`src/rtl/debounced_event_counter.sv`:
```
// Multi-channel switch event counter: per-channel synchroniser, debouncer, raw and debounced
// edge counters, plus a four-digit 7-segment view of one selected channel.
module debounced_event_counter #(
  parameter int N_CH      = 4,
  parameter int CNT_W     = 8,
  parameter int DB_CYCLES = 500000,
  parameter int SATURATE  = 0,
  parameter int SEL_W     = 2
) (
  input  logic                    CLOCK_50,
  input  logic                    rst_n,
  input  logic [N_CH-1:0]         SW,
  input  logic                    clr,
  input  logic [1:0]              edge_mode,
  input  logic [SEL_W-1:0]        sel,
  output logic [N_CH*CNT_W-1:0]   cnt,
  output logic [N_CH*CNT_W-1:0]   cnt_raw,
  output logic [N_CH-1:0]         ovf,
  output logic [N_CH-1:0]         db_pulse,
  output logic [6:0]              HEX5,
  output logic [6:0]              HEX4,
  output logic [6:0]              HEX1,
  output logic [6:0]              HEX0
);

  localparam int                TMR_W    = $clog2(DB_CYCLES);
  localparam logic [TMR_W-1:0]  DB_LAST  = TMR_W'(DB_CYCLES - 1);
  localparam logic [TMR_W-1:0]  TMR_ONE  = TMR_W'(1);
  localparam logic [CNT_W-1:0]  CNT_ONE  = CNT_W'(1);
  localparam logic [CNT_W-1:0]  CNT_MAX  = {CNT_W{1'b1}};
  localparam logic [6:0]        SEG_DASH = 7'b0111111;

  function automatic logic qualify(input logic [1:0] mode, input logic from_lvl, input logic to_lvl);
    logic q;
    case (mode)
      2'b00:   q = ~from_lvl & to_lvl;
      2'b01:   q = from_lvl & ~to_lvl;
      2'b10:   q = from_lvl ^ to_lvl;
      default: q = 1'b0;
    endcase
    return q;
  endfunction

  function automatic logic [6:0] hex7(input logic [3:0] n);
    logic [6:0] s;
    case (n)
      4'h0: s = 7'b1000000;  4'h1: s = 7'b1111001;  4'h2: s = 7'b0100100;  4'h3: s = 7'b0110000;
      4'h4: s = 7'b0011001;  4'h5: s = 7'b0010010;  4'h6: s = 7'b0000010;  4'h7: s = 7'b1111000;
      4'h8: s = 7'b0000000;  4'h9: s = 7'b0010000;  4'hA: s = 7'b0001000;  4'hB: s = 7'b0000011;
      4'hC: s = 7'b1000110;  4'hD: s = 7'b0100001;  4'hE: s = 7'b0000110;  4'hF: s = 7'b0001110;
      default: s = 7'b1111111;
    endcase
    return s;
  endfunction

  logic [N_CH*8-1:0] cnt8_all;
  logic [N_CH*8-1:0] raw8_all;

  for (genvar i = 0; i < N_CH; i++) begin : g_ch
    logic             s1, s2, stable, hit, ovf_q, pulse_q;
    logic [TMR_W-1:0] timer;
    logic [CNT_W-1:0] cnt_q, raw_q;
    logic             raw_inc, db_done, db_inc;

    assign raw_inc = qualify(edge_mode, s2, s1);
    assign db_done = (s2 != stable) && (timer == DB_LAST);
    assign db_inc  = db_done && qualify(edge_mode, stable, s2);

    // Sync, debounce and count; clr beats any same-cycle increment and suppresses its pulse.
    always_ff @(posedge CLOCK_50 or negedge rst_n) begin
      if (!rst_n) begin
        s1      <= 1'b0;
        s2      <= 1'b0;
        stable  <= 1'b0;
        timer   <= {TMR_W{1'b0}};
        cnt_q   <= {CNT_W{1'b0}};
        raw_q   <= {CNT_W{1'b0}};
        ovf_q   <= 1'b0;
        hit     <= 1'b0;
        pulse_q <= 1'b0;
      end else begin
        s1 <= SW[i];
        s2 <= s1;
        if (s2 == stable) begin
          timer <= {TMR_W{1'b0}};
        end else if (db_done) begin
          timer  <= {TMR_W{1'b0}};
          stable <= s2;
        end else begin
          timer <= timer + TMR_ONE;
        end
        if (clr) begin
          cnt_q <= {CNT_W{1'b0}};
          raw_q <= {CNT_W{1'b0}};
          ovf_q <= 1'b0;
        end else begin
          if (raw_inc) raw_q <= raw_q + CNT_ONE;
          if (db_inc) begin
            if (cnt_q == CNT_MAX) begin
              ovf_q <= 1'b1;
              if (SATURATE == 0) cnt_q <= {CNT_W{1'b0}};
            end else begin
              cnt_q <= cnt_q + CNT_ONE;
            end
          end
        end
        hit     <= db_inc & ~clr;
        pulse_q <= hit;
      end
    end

    assign cnt[i*CNT_W +: CNT_W]     = cnt_q;
    assign cnt_raw[i*CNT_W +: CNT_W] = raw_q;
    assign ovf[i]                    = ovf_q;
    assign db_pulse[i]               = pulse_q;

    if (CNT_W >= 8) begin : g_wide
      assign cnt8_all[i*8 +: 8] = cnt_q[7:0];
      assign raw8_all[i*8 +: 8] = raw_q[7:0];
    end else begin : g_narrow
      assign cnt8_all[i*8 +: 8] = {{(8-CNT_W){1'b0}}, cnt_q};
      assign raw8_all[i*8 +: 8] = {{(8-CNT_W){1'b0}}, raw_q};
    end
  end

  logic [7:0] show_cnt, show_raw;
  logic       sel_ok;

  // Display mux; an out-of-range select blanks every digit to a dash.
  always_comb begin
    show_cnt = 8'h00;
    show_raw = 8'h00;
    sel_ok   = 1'b0;
    for (int i = 0; i < N_CH; i++) begin
      show_cnt = (sel == SEL_W'(i)) ? cnt8_all[i*8 +: 8] : show_cnt;
      show_raw = (sel == SEL_W'(i)) ? raw8_all[i*8 +: 8] : show_raw;
      sel_ok   = sel_ok | (sel == SEL_W'(i));
    end
    if (sel_ok) begin
      HEX5 = hex7(show_cnt[7:4]);
      HEX4 = hex7(show_cnt[3:0]);
      HEX1 = hex7(show_raw[7:4]);
      HEX0 = hex7(show_raw[3:0]);
    end else begin
      HEX5 = SEG_DASH;
      HEX4 = SEG_DASH;
      HEX1 = SEG_DASH;
      HEX0 = SEG_DASH;
    end
  end

endmodule
```
`config.mk`:
```
export PLATFORM = sky130hd
export DESIGN_NAME = debounced_event_counter
export DESIGN_NICKNAME = d
export VERILOG_FILES = /design/src/rtl/debounced_event_counter.sv
export SDC_FILE = /design/constraint.sdc
export NUM_CORES = 1
export LEC_CHECK = 0
export CORE_MARGIN = 2
export CORE_UTILIZATION = 55
export DETAILED_ROUTE_END_ITERATION = 10
export PLACE_DENSITY = 0.81
export SYNTH_ARGS = -nofsm -noshare
export SYNTH_HDL_FRONTEND = slang
export SYNTH_SLANG_ARGS = --single-unit
```
`constraint.sdc`:
```
create_clock -name CLOCK_50 -period 9.25 [get_ports CLOCK_50]
set_input_delay 1.85 -clock CLOCK_50 [delete_from_list [all_inputs] [get_ports CLOCK_50]]
set_output_delay 1.85 -clock CLOCK_50 [all_outputs]
set_load 0.005 [all_outputs]
```
# Yosys cells after proc, flatten, opt, wreduce, memory -nomap -nowiden
# Memory sizes are Yosys's and may differ from the RTL's.
# Index checks and enable logic that the tools add are counted.
[word_totals]
mem_bits_ro = 448
mem_count = 4
ram_bits = 0
register_bits = 164
word_cells = 211
inputBits = 11
latch_bits = 0
[memory_table]
columns = ["name", "words", "width", "rd", "rd_ports_with_merged_regs", "write_ports", "line_no", "rtl"]
rows = [
  ["(name not given)", 16, 7, 1, 0, 0, "46", "case (n)"],
  ["(name not given)", 16, 7, 1, 0, 0, "46", ""],
  ["(name not given)", 16, 7, 1, 0, 0, "46", ""],
  ["(name not given)", 16, 7, 1, 0, 0, "46", ""],
]
[op_classes]
n_eq_ne = 21
reduce_logical = 30
n_mux = 60
add_sub_neg = 12
div = 0
shifts = 0
bitwise_logic = 48
order_cmp = 0
n_mul = 0
[ops]
columns = ["cell", "count"]
rows = [
  ["two-way mux 8 bit", 28],
  ["two-way mux 19 bit", 8],
  ["adder 19 x 1 -> 19 bit (second input constant)", 4],
  ["== test 19 bit (second input constant)", 4],
  ["adder 8 x 1 -> 8 bit (second input constant)", 8],
  ["== test 8 bit (second input constant)", 4],
  ["two-way mux 7 bit", 4],
  ["case mux 1 bit (3 select lines)", 8],
  ["nonzero test 2 bit", 12],
  ["AND 1 bit", 20],
  ["NOT 1 bit", 17],
  ["AND reduction 2 bit", 8],
  ["two-way mux 1 bit", 12],
  ["logical AND 1 bit", 8],
  ["bitwise XOR 1 bit", 8],
  ["== test 2 bit (second input constant)", 3],
  ["== test 1 bit", 4],
  ["== test 2 x 1 -> 1 bit (second input constant)", 2],
  ["logical NOT 2 bit", 2],
  ["inequality test 1 bit", 4],
  ["bitwise OR 1 bit", 3],
]

# Depth between registers and ports, before layout
# Gate-level depths: netlist of run 1.
# An unclocked memory read counts as a cell.
[depth]
ltp_word = 7
ltp_mapped = 9
depth_no_buf = 7

# Worst setup path before layout of run 1
# No wires, ideal clock.
[synth_timing]
path_type = "input-to-output"
startpoint = "input port sel[0]"
endpoint = "output port HEX0[3]"
stages = 7
n_path_buf = 2
setup_slack_ns = 3.679
arrival_ns = 3.721
path_cell_list = "buf_2 > buf_2 > mux4_2 > inv_1 > ha_1 > inv_1 > mux4_2"
[synth_between]
elab_chain_len = 7
elab_cells_between_ends = 13
[synth_lines]
columns = ["item", "line_no", "rtl"]
rows = [
  ["start, declared", "15", "input logic [SEL_W-1:0] sel,"],
  ["logical NOT 2 bit", "136, 137", ""],
  ["two-way mux 8 bit (4 in a row)", "136", "show_raw = (sel == SEL_W'(i)) ? raw8_all[i*8 +: 8] : show_raw;"],
  ["memory (16 x 7 bit)", "-", ""],
  ["two-way mux 7 bit (*)", "139", "if (sel_ok) begin"],
  ["end, declared", "23", "output logic [6:0] HEX0"],
]
# Mark *: on every way between the ends. The rest lies on a longest branch, timed or not.

# Worst setup path after layout of run 1
[layout_timing]
startpoint = "input port sel[0]"
endpoint = "output port HEX4[3]"
[layout_between]
elab_chain_len = 7
elab_cells_between_ends = 13
[layout_lines]
columns = ["item", "line_no", "rtl"]
rows = [
  ["logical NOT 2 bit", "135, 137", ""],
  ["two-way mux 8 bit (4 in a row)", "135", "show_cnt = (sel == SEL_W'(i)) ? cnt8_all[i*8 +: 8] : show_cnt;"],
  ["memory (16 x 7 bit)", "-", ""],
  ["two-way mux 7 bit (*)", "139", ""],
  ["end, declared", "21", "output logic [6:0] HEX4,"],
]
# Marked as above.

==> results of run 1 <==
## cells in the mapped netlist, types with 3 or more instances
cell type / n / area (um^2)
sky130_fd_sc_hd__nor2_1: 143 / 537
sky130_fd_sc_hd__xor2_1: 56 / 490
sky130_fd_sc_hd__and2_1: 8 / 50.1
sky130_fd_sc_hd__inv_1: 39 / 146
sky130_fd_sc_hd__or2_2: 13 / 81.3
sky130_fd_sc_hd__o31ai_1: 4 / 30.0
sky130_fd_sc_hd__a21oi_1: 44 / 220
sky130_fd_sc_hd__a31oi_1: 5 / 31.3
sky130_fd_sc_hd__nand2_1: 79 / 297
sky130_fd_sc_hd__buf_2: 3 / 15.0
sky130_fd_sc_hd__clkbuf_1: 35 / 131
sky130_fd_sc_hd__mux2_2: 8 / 90.1
sky130_fd_sc_hd__nand3_1: 39 / 195
sky130_fd_sc_hd__and3_1: 20 / 125
sky130_fd_sc_hd__nand4_1: 38 / 238
sky130_fd_sc_hd__and4_1: 14 / 123
sky130_fd_sc_hd__mux2i_1: 12 / 120
sky130_fd_sc_hd__o41ai_1: 3 / 26.3
sky130_fd_sc_hd__mux4_2: 18 / 405
sky130_fd_sc_hd__o21ai_0: 33 / 165
sky130_fd_sc_hd__nor2b_1: 16 / 100
sky130_fd_sc_hd__or4_1: 7 / 52.6
sky130_fd_sc_hd__or4b_2: 3 / 30.0
sky130_fd_sc_hd__or3_1: 17 / 106
sky130_fd_sc_hd__xnor2_1: 39 / 342
sky130_fd_sc_hd__buf_4: 8 / 60.1
sky130_fd_sc_hd__dfrtp_1: 164 / 4100
sky130_fd_sc_hd__nor4b_1: 7 / 61.3
sky130_fd_sc_hd__a32o_1: 6 / 60.1
sky130_fd_sc_hd__ha_1: 56 / 701
sky130_fd_sc_hd__nand2b_1: 12 / 75.1
sky130_fd_sc_hd__nor4_1: 7 / 43.8
sky130_fd_sc_hd__o22ai_1: 6 / 37.5
sky130_fd_sc_hd__nor3_1: 22 / 110
## routing by layer
layer,track usage,up-vias,part of all wire
met5,0,-,0
met3,0.0500,33,0.057
met1,0.338,3792,0.45
met4,0.0851,0,0.019
met2,0.384,240,0.47
li1,-,3684,-
## cell families (layout without fill, tap and decap cells)
| kind of cell | count (synthesis) | in the layout | synth area share |
|---|---|---|---|
| AOI/OAI and AO/OA | 114 | 114 | 0.0713 |
| xor gates and xnor gates | 95 | 95 | 0.0866 |
| adders and majority gates | 56 | 56 | 0.0730 |
| buffers and inverters | 86 | 183 | 0.0371 |
| DFF | 164 | 164 | 0.427 |
| muxes | 38 | 38 | 0.0641 |
| and+or+nand+nor | 455 | 455 | 0.241 |
## per-stage QoR
stage	total power, mW	util	instances	hold WS [ns]	setup WS [ns]
after detailed placement	0.854	0.628	1298	0.336	2.34
after global placement	0.850	0.628	1298	0.333	2.42
final	1.59	0.664	1330	0.349	2.36
after global routing	1.64	0.664	1330	0.355	2.04
after floorplan	0.805	-	1008	0.331	3.68
after CTS	1.60	0.664	1330	0.350	2.34
## worst max-delay path, delay by kind of cell
kind	cells	cell delay, ns
fa+ha+maj	1	0.26
buf+inv	3	1.86
compound gates	2	0.22
mux	1	0.70
simple gates	1	0.14
## final timing paths
kind / end / slack (ns) / depth (start not counted)
max: HEX4[3] / 2.36 / 8
min: g_ch[3].pulse_q / 0.35 / 0
max reg2reg: g_ch[0].cnt_q[7] / 6.31 / 7
min reg2reg: g_ch[3].pulse_q / 0.35 / 0
max in group asynchronous: g_ch[1].timer[9] / 6.30 / 2
min in group asynchronous: g_ch[1].timer[11] / 1.48 / 1
## state kept, by name, summed over array words and instances, names as in the netlist
signal        count
g_ch.hit          4
g_ch.cnt_q       32
g_ch.ovf_q        4
g_ch.timer       76
g_ch.raw_q       32
g_ch.s1           4
g_ch.stable       4
g_ch.pulse_q      4
g_ch.s2           4
## where the power goes
group	total (mW)	internal, mW	switching, mW
logic	0.0981	0.0404	0.0577
registers	0.742	0.726	0.0151
clock network	0.753	0.454	0.300
## layout make-up
type | instances | area, um^2 | area share
well taps | 225 | 282 | 0.0247
repair buffers | 112 | 1110 | 0.0975
inverters | 39 | 146 | 0.0128
flip-flops and latches | 164 | 4100 | 0.360
multi-input cells | 758 | 5140 | 0.451
clock buffers | 17 | 425 | 0.0373
clock inverters | 15 | 200 | 0.0175
==> impl_summary.txt, run 1 <==
----------------------------------------------------
[Drt]
  Via count ... 7,749
  Pre-Repair DR Iteration Count ... 8
  Remaining antenna violation count ... 0
  Via density ... 5.83
  Total wirelength of the detailed-routed design ... 21.9 mm
  Iteration-0 DRC count of the detailed router ... 640
  Post-detailed-route wirelength per cell ... 16.5 um
  DRC violations left ... 0

[Clock tree]
  Clock tree from TritonCTS ... built
  Num CTS Buffers ... 17
  Root Buffer Master ... sky130_fd_sc_hd__clkbuf_16
  H-tree level count ... 4
  PostCTS Resize Cnt ... 0
  Count of hold buffers inserted by post-cts repair ... 0
  Total setup buffers inserted after CTS ... 0
  Number of sinks handled by clock tree synthesis ... 164
  Clock latency reported for the late side of the worst-skew pair ... 0.44 ns
  Clock input transition at the sequential cells of the worst setup and hold paths ... 0.06 ns
  Buffer depth of the longest clock path ... 2

[STA]
  Slew Limit Headroom ... 0.200
  Setup TNS ... 0 ns
  RSZ-0062 raised after global routing ... no
  Period Utilization, post-route ... 0.745
  Final slew viol count ... 0
  Hold violation count in the final report ... 0
  Count of final setup violators ... 0
  Maximum operating frequency ... 145 MHz
  Clock period minus worst slack ... 6.89 ns
  Fin Clk Skew ... 0.0140 ns
  Transition time at the pin with the least slew margin ... 1.20 ns

[Setup path]
  WP data required ... 7.40 ns
  Worst setup path class ... in -> out
  Most Frequent Cell on Critical Path ... sky130_fd_sc_hd__clkdlybuf4s50_1
  CP max FO ... 16
  Worst setup path startpoint ... sel[0]
  Cell-by-cell listing of the critical path ... clkdlybuf4s50_1, mux4_2, inv_1, ha_1, or2_2, a21oi_1, a31oi_1, clkdlybuf4s50_1
  Sort of element at the start of the critical path ... input port
  Element type at the critical path end ... primary output
  Slowest cell on the critical path ... sky130_fd_sc_hd__clkdlybuf4s50_1
  Critical path's largest stage delay ... 1.16 ns
  Source of the worst register-to-register timing path ... g_ch[0].s2
  Arr. time, crit path ... 5.04 ns

[Yosys]
  Sequential element share of the synthesized area ... 0.427
  Async SR Flop Fraction ... 1.00
  Number of synthesized register bits ... 164
  Yosys synthesis warning count ... 0
  Synthesized area ... 0.00960 mm^2
  Number of instances in the synthesized netlist ... 1,008
  Mean post-synth cell area ... 9.53 um^2
  Count of flip-flops with a built-in enable after synthesis ... 0
  Number of distinct library cells after synthesis ... 51
  Dominant register cell in the synthesized netlist ... sky130_fd_sc_hd__dfrtp_1
  Number of nets in the synthesized netlist ... 1,075

[Global route]
  Via count of the first global-routing pass ... 7,326
  Tot GR Track Use ... 0.244
  Number of antenna violations at the first check in global routing ... 0
  Wire length of the first global-routing pass ... 36.3 mm
  Maximum number of pins on one net before global-route repair ... 90
  Congestion Overflow GR ... 0

[Place]
  Post-detailed-placement half-perimeter wirelength ... 15.3 mm
  Placement Cell Area ... 0.0108 mm^2
  Weighted congestion reported at the end of routability-driven placement ... 0.887
  Number of port buffers ... 110

[Layout]
  Final Instance Area ... 0.0114 mm^2
  Nets ... 1,159
  Fill cell total of the finished layout ... 1,351
  Most common cell after layout, fill and taps aside ... sky130_fd_sc_hd__dfrtp_1
  Antenna diode count ... 0
  Commonest cells after routing, fill and taps aside ... sky130_fd_sc_hd__dfrtp_1 (164), sky130_fd_sc_hd__nor2_1 (143), sky130_fd_sc_hd__clkdlybuf4s50_1 (108), sky130_fd_sc_hd__nand2_1 (79)
  Area growth syn-to-layout ... 18.8%
  Layout cells sized above 1 ... 0.0733

[Min path]
  Startpoint of the most critical hold path ... g_ch[3].hit
  Path category of the worst min-delay check ... reg -> reg

[Die]
  Full die area ... 0.0185 mm^2
  Top-level port count ... 111
  Row count ... 48
  Die height ... 136 um
  Chip Width ... 136 um
  Initial Util ... 0.559
  Area of the placeable core ... 0.0172 mm^2

[Power]
  Power density relative to cell area ... 140 mW/mm^2
  Standby leakage power ... 4.76 nW
  Max IR drop VDD ... 144 uV

[Job]
  Number of maximum-capacitance constraint violations ... 0

[Status]
  Run status ... finished, final reports clean

----------------------------------------------------
Note: power is estimated with default switching activity, not from simulation.
==> run 2, diff against run 1 <==
clock period = 6.45 ns   (was 9.25 ns; I/O delays follow)
==> run 2 against run 1 <==
  * Register-to-register slack worse by 2.8 ns
  * Clock power up 35%
  * Power up 40%
  * Die area unchanged
  * Sequential cell count unchanged
  * Clock-buffer cell count up 2
  * Wire length down 0.56%
  * Setup slack worse by 1.2 ns
  * Core utilization down 0.15 points
  * Cell area down 0.23%
  * Combinational power up 44%
  * Critical path type unchanged
  * Critical endpoint is now HEX1[3]
==> impl_summary.txt, run 2 (synthesis results as in run 1) <==
----------------------------------------------------
[Drt]
  Pre-Repair DR Iteration Count ... 5
  Remaining antenna violation count ... 0
  Via density ... 5.79
  DRC violations left ... 0
  Iteration-0 DRC count of the detailed router ... 640
  Total wirelength of the detailed-routed design ... 21.8 mm
  Post-detailed-route wirelength per cell ... 16.4 um
  Via count ... 7,700

[Clock tree]
  Buffer depth of the longest clock path ... 2
  Number of sinks handled by clock tree synthesis ... 164
  Num CTS Buffers ... 17
  Total setup buffers inserted after CTS ... 0
  Clock latency reported for the late side of the worst-skew pair ... 0.43 ns
  Root Buffer Master ... sky130_fd_sc_hd__clkbuf_16
  Count of hold buffers inserted by post-cts repair ... 0
  H-tree level count ... 4
  Clock input transition at the sequential cells of the worst setup and hold paths ... 0.07 ns
  Clock tree from TritonCTS ... built
  PostCTS Resize Cnt ... 0

[Layout]
  Commonest cells after routing, fill and taps aside ... sky130_fd_sc_hd__dfrtp_1 (164), sky130_fd_sc_hd__nor2_1 (143), sky130_fd_sc_hd__clkdlybuf4s50_1 (108), sky130_fd_sc_hd__nand2_1 (79)
  Register cell area after layout ... 0.00410 mm^2
  Area growth syn-to-layout ... 18.6%
  Fill cell total of the finished layout ... 1,367
  Final standard cell utilization of the core ... 0.663
  Register with the highest flop count ... g_ch.timer
  Nets ... 1,160
  Most common cell after layout, fill and taps aside ... sky130_fd_sc_hd__dfrtp_1
  Layout cells sized above 1 ... 0.0732
  Area of the multi-input gates ... 0.00514 mm^2
  Antenna diode count ... 0
  Regs by FF count ... g_ch.timer: 76 flops, g_ch.cnt_q: 32 flops, g_ch.raw_q: 32 flops
  Final std cells w/o fill ... 1,331
  Max reg flops ... 76

[Setup path]
  Slack of the worst reg-to-reg path ... 3.48 ns
  CP max FO ... 16
  Worst setup path class ... in -> out
  Element type at the critical path end ... primary output
  Capture point of the worst reg-to-reg path ... g_ch[0].cnt_q[3]
  Source of the worst register-to-register timing path ... g_ch[0].s2
  Worst Reg2Reg Path Length in Cells ... 7
  Arr. time, crit path ... 4.01 ns
  WP data required ... 5.16 ns
  Sort of element at the start of the critical path ... input port

[Global route]
  Via count of the first global-routing pass ... 7,291
  Wire length of the first global-routing pass ... 36.0 mm
  Congestion Overflow GR ... 0
  Maximum number of pins on one net before global-route repair ... 100
  Number of antenna violations at the first check in global routing ... 0
  Tot GR Track Use ... 0.244

[Job]
  Number of maximum-capacitance constraint violations ... 0

[Place]
  Pre-CTS worst setup slack ... 1.16 ns
  Weighted congestion reported at the end of routability-driven placement ... 0.936
  Post-detailed-placement half-perimeter wirelength ... 15.3 mm
  Number of port buffers ... 110
  Cell Count Post-Placement ... 1,299

[STA]
  Post-route worst hold slack ... 0.338 ns
  Clock period minus worst slack ... 5.30 ns
  Slew Limit Headroom ... 0.155
  Maximum operating frequency ... 189 MHz
  Worst setup slack after layout ... 1.15 ns
  Setup TNS ... 0 ns
  Count of final setup violators ... 0
  Transition time at the pin with the least slew margin ... 1.27 ns
  Final slew viol count ... 0
  Fin Clk Skew ... 0.0145 ns
  Hold violation count in the final report ... 0
  RSZ-0062 raised after global routing ... no
  Period Utilization, post-route ... 0.822

[Min path]
  Startpoint of the most critical hold path ... g_ch[0].hit
  Endpoint with the worst hold slack ... g_ch[0].pulse_q
  Path category of the worst min-delay check ... reg -> reg
  Number of instances on the worst hold path ... 0

[Status]
  Run status ... finished, final reports clean

[Power]
  Max IR drop VDD ... 196 uV
  Standby leakage power ... 4.73 nW
  Power density relative to cell area ... 195 mW/mm^2

[Die]
  Initial Util ... 0.559
  Area of the placeable core ... 0.0172 mm^2
  Die height ... 136 um
  Top-level port count ... 111
  Row count ... 48
  Full die area ... 0.0185 mm^2
  Chip Width ... 136 um

----------------------------------------------------
[run 2: cell count changes in the layout (fill, tap and decap cells not counted), moves of 2 or more]
| cell | change |
|---|---|
| sky130_fd_sc_hd__inv_6 | -2 |
| sky130_fd_sc_hd__inv_8 | +2 |
| sky130_fd_sc_hd__bufinv_16 | -2 |
| sky130_fd_sc_hd__clkinv_2 | -2 |
| sky130_fd_sc_hd__clkinvlp_4 | +3 |
[run 2: worst max-delay path, stage by stage]
cell	delay (ns)
sky130_fd_sc_hd__clkdlybuf4s50_1	0.93
sky130_fd_sc_hd__mux4_2	0.49
sky130_fd_sc_hd__inv_1	0.14
sky130_fd_sc_hd__ha_1	0.25
sky130_fd_sc_hd__nor2_1	0.07
sky130_fd_sc_hd__a21oi_1	0.11
sky130_fd_sc_hd__nor2_1	0.05
sky130_fd_sc_hd__a31oi_1	0.15
sky130_fd_sc_hd__clkdlybuf4s50_1	0.52
[run 2: how the worst max path moves through the flow]
stage                     endpoint  slack (ns)  startpoint
after floorplan            HEX0[3]        2.00      sel[0]
after global placement     HEX1[3]        1.23      sel[1]
after detailed placement   HEX5[3]        1.16      sel[1]
after CTS                  HEX5[3]        1.16      sel[1]
after global routing       HEX1[3]        0.95      sel[1]
final                      HEX1[3]        1.15      sel[1]
[run 2: layout make-up]
class,instances,area share
clock buffer,19,0.0389
inverter,39,0.0129
multi-input combinational,758,0.452
sequential,164,0.360
clock inverter,13,0.0131
tap,225,0.0247
timing repair buffer,113,0.0983
[run 2: layer usage]
| metal | part of all wire | vias up | global-route usage |
|---|---|---|---|
| li1 | - | 3677 | - |
| met2 | 0.48 | 224 | 0.395 |
| met5 | 0 | - | 0 |
| met4 | 0.013 | 0 | 0.0804 |
| met1 | 0.45 | 3776 | 0.335 |
| met3 | 0.058 | 23 | 0.0403 |
[run 2: power by group]
group,switching [mW],internal [mW],total [mW]
combinational,0.0831,0.0582,0.141
clock,0.434,0.587,1.02
sequential,0.0212,1.04,1.06
total,0.539,1.69,2.23
[run 2: through the flow]
stage | cell area, um^2 | total power, mW
floorplan | 9600 | 1.15
global placement | 10800 | 1.22
detailed placement | 10800 | 1.22
CTS | 11400 | 2.24
global route | 11400 | 2.30
finish | 11400 | 2.23
